===== config.mk =====
export PLATFORM = sky130hd
export DESIGN_NAME = streebog_block_packer
export DESIGN_NICKNAME = d
export VERILOG_FILES = /design/src/rtl/streebog_pkg.sv /design/src/rtl/streebog_block_fifo.sv /design/src/rtl/streebog_block_packer.sv
export SDC_FILE = /design/constraint.sdc
export NUM_CORES = 2
export LEC_CHECK = 0
export ABC_AREA = 1
export CAP_MARGIN = 25
export CORE_ASPECT_RATIO = 0.75
export CORE_UTILIZATION = 35
export CTS_CLUSTER_SIZE = 25
export DETAILED_ROUTE_END_ITERATION = 8
export PLACE_DENSITY = 0.62
export SLEW_MARGIN = 20
export SYNTH_ARGS = -nofsm -noshare
export SYNTH_HDL_FRONTEND = slang
export SYNTH_SLANG_ARGS = --single-unit

===== constraint.sdc =====
create_clock -name clk_i -period 6.5 [get_ports clk_i]
set_input_delay 1.3 -clock clk_i [delete_from_list [all_inputs] [get_ports clk_i]]
set_output_delay 1.3 -clock clk_i [all_outputs]
set_load 0.05 [all_outputs]

===== src/rtl/streebog_pkg.sv =====
// streebog_pkg
// Shared Streebog definitions used by the block packer and the hash core.
//   BLOCK_BITS : compression block size in bits
//   LEN_W      : width of a bit-length field covering 0..BLOCK_BITS
//   pad_mask   : keeps the message bits below a given length
//   pad_block  : zeroes bits at or above a length and sets the padding bit
package streebog_pkg;

  localparam int BLOCK_BITS = 512;
  localparam int LEN_W      = 10;

  // Ones in every bit position below len; a len of BLOCK_BITS keeps everything.
  function automatic logic [BLOCK_BITS-1:0] pad_mask(input logic [LEN_W-1:0] len);
    logic [BLOCK_BITS-1:0] ones;
    ones = '1;
    return ~(ones << len);
  endfunction

  // Shifting past the top of the block makes the padding bit vanish, so a
  // completely full final block comes back untouched.
  function automatic logic [BLOCK_BITS-1:0] pad_block(input logic [BLOCK_BITS-1:0] data,
                                                      input logic [LEN_W-1:0]      len);
    logic [BLOCK_BITS-1:0] one;
    one = BLOCK_BITS'(1);
    return (data & pad_mask(len)) | (one << len);
  endfunction

endpackage


===== src/rtl/streebog_block_fifo.sv =====
// streebog_block_fifo
// Small register FIFO holding closed blocks for the packer.
//   clk_i, rstn_i : clock, asynchronous active-low reset
//   clear_i       : synchronous flush, wins over push and pop
//   push_i/data_i : write an entry; accepted when not full or when popping
//   pop_i         : remove the head entry (ignored when empty)
//   data_o        : head entry, stable until popped
//   valid_o       : FIFO not empty
//   full_o        : FIFO holds DEPTH entries
module streebog_block_fifo #(
  parameter int DEPTH = 2,
  parameter int WIDTH = 523
) (
  input  logic             clk_i,
  input  logic             rstn_i,
  input  logic             clear_i,
  input  logic             push_i,
  input  logic [WIDTH-1:0] data_i,
  input  logic             pop_i,
  output logic [WIDTH-1:0] data_o,
  output logic             valid_o,
  output logic             full_o
);

  localparam int PTR_W = (DEPTH > 1) ? $clog2(DEPTH) : 1;
  localparam int CNT_W = $clog2(DEPTH + 1);

  logic [WIDTH-1:0] mem_q [DEPTH];
  logic [PTR_W-1:0] wr_ptr_q, rd_ptr_q;
  logic [CNT_W-1:0] count_q;
  logic             do_push, do_pop;

  function automatic logic [PTR_W-1:0] next_ptr(input logic [PTR_W-1:0] p);
    return (p == PTR_W'(DEPTH - 1)) ? '0 : p + PTR_W'(1);
  endfunction

  assign valid_o = (count_q != '0);
  assign full_o  = (count_q == CNT_W'(DEPTH));
  assign data_o  = mem_q[rd_ptr_q];

  // A full FIFO still takes a push when the head leaves in the same cycle.
  assign do_pop  = pop_i && valid_o;
  assign do_push = push_i && (!full_o || do_pop);

  always_ff @(posedge clk_i or negedge rstn_i) begin
    if (!rstn_i) begin
      for (int i = 0; i < DEPTH; i++) mem_q[i] <= '0;
      wr_ptr_q <= '0;
      rd_ptr_q <= '0;
      count_q  <= '0;
    end else if (clear_i) begin
      wr_ptr_q <= '0;
      rd_ptr_q <= '0;
      count_q  <= '0;
    end else begin
      if (do_push) begin
        mem_q[wr_ptr_q] <= data_i;
        wr_ptr_q        <= next_ptr(wr_ptr_q);
      end
      if (do_pop) rd_ptr_q <= next_ptr(rd_ptr_q);
      if (do_push && !do_pop)      count_q <= count_q + CNT_W'(1);
      else if (!do_push && do_pop) count_q <= count_q - CNT_W'(1);
    end
  end

endmodule


===== src/rtl/streebog_block_packer.sv =====
// streebog_block_packer
// Packs IN_WIDTH-bit message words into 512-bit Streebog blocks and pads the
// final block of each message.
//   clk_i, rstn_i     : clock, asynchronous active-low reset
//   abort_i           : drop the partial block and every queued block
//   s_data_i/s_valid_i/s_ready_o/s_last_i/s_nbytes_i : word input stream
//   m_data_o/m_valid_o/m_ready_i/m_last_o/m_last_len_o : block output stream
//   busy_o            : a partial block is held or a block is queued
module streebog_block_packer
  import streebog_pkg::*;
#(
  parameter int IN_WIDTH  = 64,
  parameter int OUT_DEPTH = 2
) (
  input  logic                               clk_i,
  input  logic                               rstn_i,
  input  logic                               abort_i,
  input  logic [IN_WIDTH-1:0]                s_data_i,
  input  logic                               s_valid_i,
  output logic                               s_ready_o,
  input  logic                               s_last_i,
  input  logic [$clog2(IN_WIDTH/8+1)-1:0]    s_nbytes_i,
  output logic [511:0]                       m_data_o,
  output logic                               m_valid_o,
  input  logic                               m_ready_i,
  output logic                               m_last_o,
  output logic [9:0]                         m_last_len_o,
  output logic                               busy_o
);

  localparam int WPB     = BLOCK_BITS / IN_WIDTH;
  localparam int CNT_W   = (WPB > 1) ? $clog2(WPB) : 1;
  localparam int ENTRY_W = BLOCK_BITS + 1 + LEN_W;

  logic [CNT_W-1:0]      cnt_q, cnt_d;
  logic [BLOCK_BITS-1:0] asm_q, asm_d;
  logic                  ready_q;
  logic                  closes, accept, push;
  logic                  fifo_full, fifo_valid;
  logic [BLOCK_BITS-1:0] blk, push_data;
  logic [LEN_W-1:0]      last_len, push_len;
  logic                  push_last;
  logic [ENTRY_W-1:0]    fifo_din, fifo_dout;

  // Only a block-closing beat needs FIFO space; a pop in the same cycle frees it.
  assign closes    = s_last_i || (cnt_q == CNT_W'(WPB - 1));
  assign s_ready_o = ready_q && (!closes || !fifo_full || m_ready_i);
  assign accept    = s_valid_i && s_ready_o && !abort_i;
  assign push      = accept && closes;

  // Merge the incoming word into its slot; slots above the counter may hold
  // stale words from an earlier block, which the final-block mask removes.
  always_comb begin
    blk = asm_q;
    for (int k = 0; k < WPB; k++) begin
      if (cnt_q == CNT_W'(k)) blk[k*IN_WIDTH +: IN_WIDTH] = s_data_i;
    end
    asm_d = accept ? blk : asm_q;

    last_len = LEN_W'(cnt_q) * LEN_W'(IN_WIDTH) + (LEN_W'(s_nbytes_i) << 3);

    if (s_last_i) begin
      push_data = pad_block(blk, last_len);
      push_len  = last_len;
      push_last = 1'b1;
    end else begin
      push_data = blk;
      push_len  = LEN_W'(BLOCK_BITS);
      push_last = 1'b0;
    end

    cnt_d = cnt_q;
    if (abort_i)     cnt_d = '0;
    else if (accept) cnt_d = closes ? '0 : cnt_q + CNT_W'(1);
  end

  // ready_q holds s_ready_o low until the first clock after reset release.
  always_ff @(posedge clk_i or negedge rstn_i) begin
    if (!rstn_i) begin
      cnt_q   <= '0;
      asm_q   <= '0;
      ready_q <= 1'b0;
    end else begin
      cnt_q   <= cnt_d;
      asm_q   <= asm_d;
      ready_q <= 1'b1;
    end
  end

  assign fifo_din = {push_last, push_len, push_data};

  streebog_block_fifo #(
    .DEPTH (OUT_DEPTH),
    .WIDTH (ENTRY_W)
  ) u_fifo (
    .clk_i   (clk_i),
    .rstn_i  (rstn_i),
    .clear_i (abort_i),
    .push_i  (push),
    .data_i  (fifo_din),
    .pop_i   (m_ready_i),
    .data_o  (fifo_dout),
    .valid_o (fifo_valid),
    .full_o  (fifo_full)
  );

  assign m_valid_o    = fifo_valid;
  assign m_data_o     = fifo_dout[BLOCK_BITS-1:0];
  assign m_last_len_o = fifo_dout[BLOCK_BITS +: LEN_W];
  assign m_last_o     = fifo_dout[ENTRY_W-1];
  assign busy_o       = (cnt_q != '0) || fifo_valid;

endmodule


==> flow_summary.ini <==
[job]
maxCapViolations = 0

[placed_design]
pre_cts_slack_ns = 1.39
gp_congestion = 0.929
dp_hpwl_microns = 176000
portBuffers = 596
dpl_cell_area_sq_um = 79300
dpl.cell_count = 12000

[synth]
synth_common_cells = nand2_1 (3549), dfrtp_1 (1560), o21ai_0 (1160)
yosysMostFrequentCell = nand2_1
syn_area_per_cell_sq_um = 7.74
ys_seq_area_share_pct = 54.6
synth-seq-cells = 1560
syn_inst = 9232
synth_area_leaders = dfrtp_1 (55%), nand2_1 (19%), o21ai_0 (8.1%), nor2_1 (4.1%), o21ai_1 (3.8%)
synthFlopType = dfrtp_1
synth-edff-count = 0
synth_top_area_share_pct = 54.6
synth_cell_type_count = 35
synth_area_sq_um = 71500
synth_warnings = 0
synth-async-reset-ratio_pct = 100
yosysTopAreaCell = dfrtp_1

[critical_path]
critPathLaunchType = flop
crit_arrival_ns = 4.25
cp_max_fo = 137
cp.required_ns = 5.20
crit_type = reg2out
endpoint_kind = output port

[power_and_ir_drop]
power.switching_mw = 9.75
comb_power_share_pct = 23.5
internal_power_mw = 18.9
clockPowerShare_pct = 37.3
peakVddDrop_v = 0.000297
swShare_pct = 34.1
seqPwrFrac_pct = 39.2
total_power_mw = 28.6
p_leak_nw = 39.2
pwr_density_cell_nw_per_um2 = 335

[global_routing]
grt_pass1_vias = 59900
track_usage_pct = 27.0
grt-ovfl-total = 0
grt_pass1_wl_microns = 407000
antenna_found_initial = 44
grt_max_degree = 274

[die]
io-pin-count = 600
core_sq_um = 203000
die_x_microns = 524
rows = 143
die_h_microns = 393
dieArea_sq_um = 206000
initial_utilization_pct = 35.2

[sta]
worst_pin_slew_ns = 1.14
final.setup.worst_slack_ns = 0.949
setup_violations = 0
rsz0062_at_grt = false
slew_headroom_pct = 23.8
timing.final.crit_period_ns = 5.55
min_period_over_period_pct = 85.4
finalHoldViolations = 0
finalMaxSlewViolations = 0
skew_ns = 0.0313
fmax_ghz = 0.180
setup_tns_ns = 0

[drt]
wl_per_cell_microns = 22.7
drt-initial-drc-count = 7075
via_per_inst = 5.16
drc = 0
dr.pass1.iters = 8
wirelength_microns = 280000
ant_nets = 0
vias = 63800

[clocking]
htreeDepth = 4
cts_buffers = 169
postCtsResizedCells = 0
cts_sinks = 1560
path_clk_slew_ns = 0.06
hold_buffers = 0
clockBufferDepth = 3
cts_tree = yes
clock_latency_ns = 0.83
post_cts_buffers = 0
root_buffer = clkbuf_16

[worst_hold_path]
min_path_type = in2async

[finish]
syn2layout_area_growth_pct = 19.7
fin_nets = 9589
final_area_sq_um = 85500
fin_cells = 12400
drive_gt1_share_pct = 4.94

[status]
status = completed
metal layers:
layer / vias to the layer above / track usage [%] / share of wire [%]
met5: - / 0 / 0.0046
met2: 2638 / 40.7 / 44
li1: 29600 / - / -
met3: 450 / 6.51 / 9.1
met1: 31100 / 37.0 / 42
met4: 2 / 11.0 / 4.2
sequential cells by signal, summed over array words and instances, names as in the netlist:
name / flops
u_fifo.count_q: 2
u_fifo.rd_ptr_q: 1
cnt_q: 3
u_fifo.wr_ptr_q: 1
ready_q: 1
asm_q: 512
u_fifo.mem_q: 1040
worst max-delay path, cell delays in order (launching register included):
cell and delay, ns:
dfrtp_4 0.88, buf_12 0.50, buf_4 0.70, nand2_1 0.10, o21ai_0 0.20, clkdlybuf4s50_1 0.88
metrics by stage:
stage	hold WS, ns	util [%]
6_report	0.442	42.2
5_1_grt	0.461	42.2
4_1_cts	0.438	42.1
3_5_place_dp	0.458	39.1
3_3_place_gp	0.453	39.0
2_1_floorplan	0.442	-
placed cells by master, fill, tap and decap left out, drive strengths merged, types with 2 or more instances in the layout:
master / n
clkinv: 41
conb: 4
nand3: 21
clkdlybuf4s50: 595
inv: 595
bufinv: 25
clkinvlp: 6
buf: 100
nand2: 3552
nor2: 787
o21ai: 1700
nor3: 3
a21oi: 353
ha: 8
diode: 29
dfrtp: 1560
a31oi: 2
o22ai: 46
o211ai: 4
clkbuf: 239
power groups by stage:
stage / Clock (mW) / Combinational (mW) / Sequential (mW)
after floorplan: 0 / 4.15 / 11.3
after global placement: 0 / 6.64 / 11.3
after detailed placement: 0 / 6.74 / 11.4
after CTS: 10.9 / 6.77 / 11.2
after global routing: 11.2 / 7.21 / 11.3
final: 10.7 / 6.73 / 11.2
layout make-up:
class | instances | area [sq um]
Multi-Input combinational cell | 6487 | 27400
Tap cell | 2682 | 3360
Inverter | 593 | 2240
Timing Repair Buffer | 696 | 7320
Antenna cell | 29 | 72.6
Sequential cell | 1560 | 39000
Clock buffer | 238 | 4940
Fill cell | 19900 | 117000
Clock inverter | 74 | 1180
path summary, 6_finish.rpt:
check	from	endpoint	slack, ns	cells after the start
max reg2reg	cnt_q[0]	u_fifo.mem_q[840]	2.51	13
max	u_fifo.rd_ptr_q	m_data_o[313]	0.95	5
min	rstn_i	u_fifo.mem_q[577]	0.44	1
min reg2reg	u_fifo.mem_q[408]	u_fifo.mem_q[408]	0.47	2
max in group asynchronous	rstn_i	asm_q[417]	4.52	2
min in group clk_i	u_fifo.mem_q[408]	u_fifo.mem_q[408]	0.47	2
cells by family after synthesis:
group / count (synthesis) / synth area share, %
adders and majority gates: 8 / 0.140
DFF: 1560 / 54.6
other: 2 / 0.0105
buffers and inverters: 1187 / 7.21
AOI/OAI and AO/OA: 2108 / 14.9
and+or+nand+nor: 4365 / 23.1
xor gates and xnor gates: 2 / 0.0350
Power figures use the tool's default switching activity.
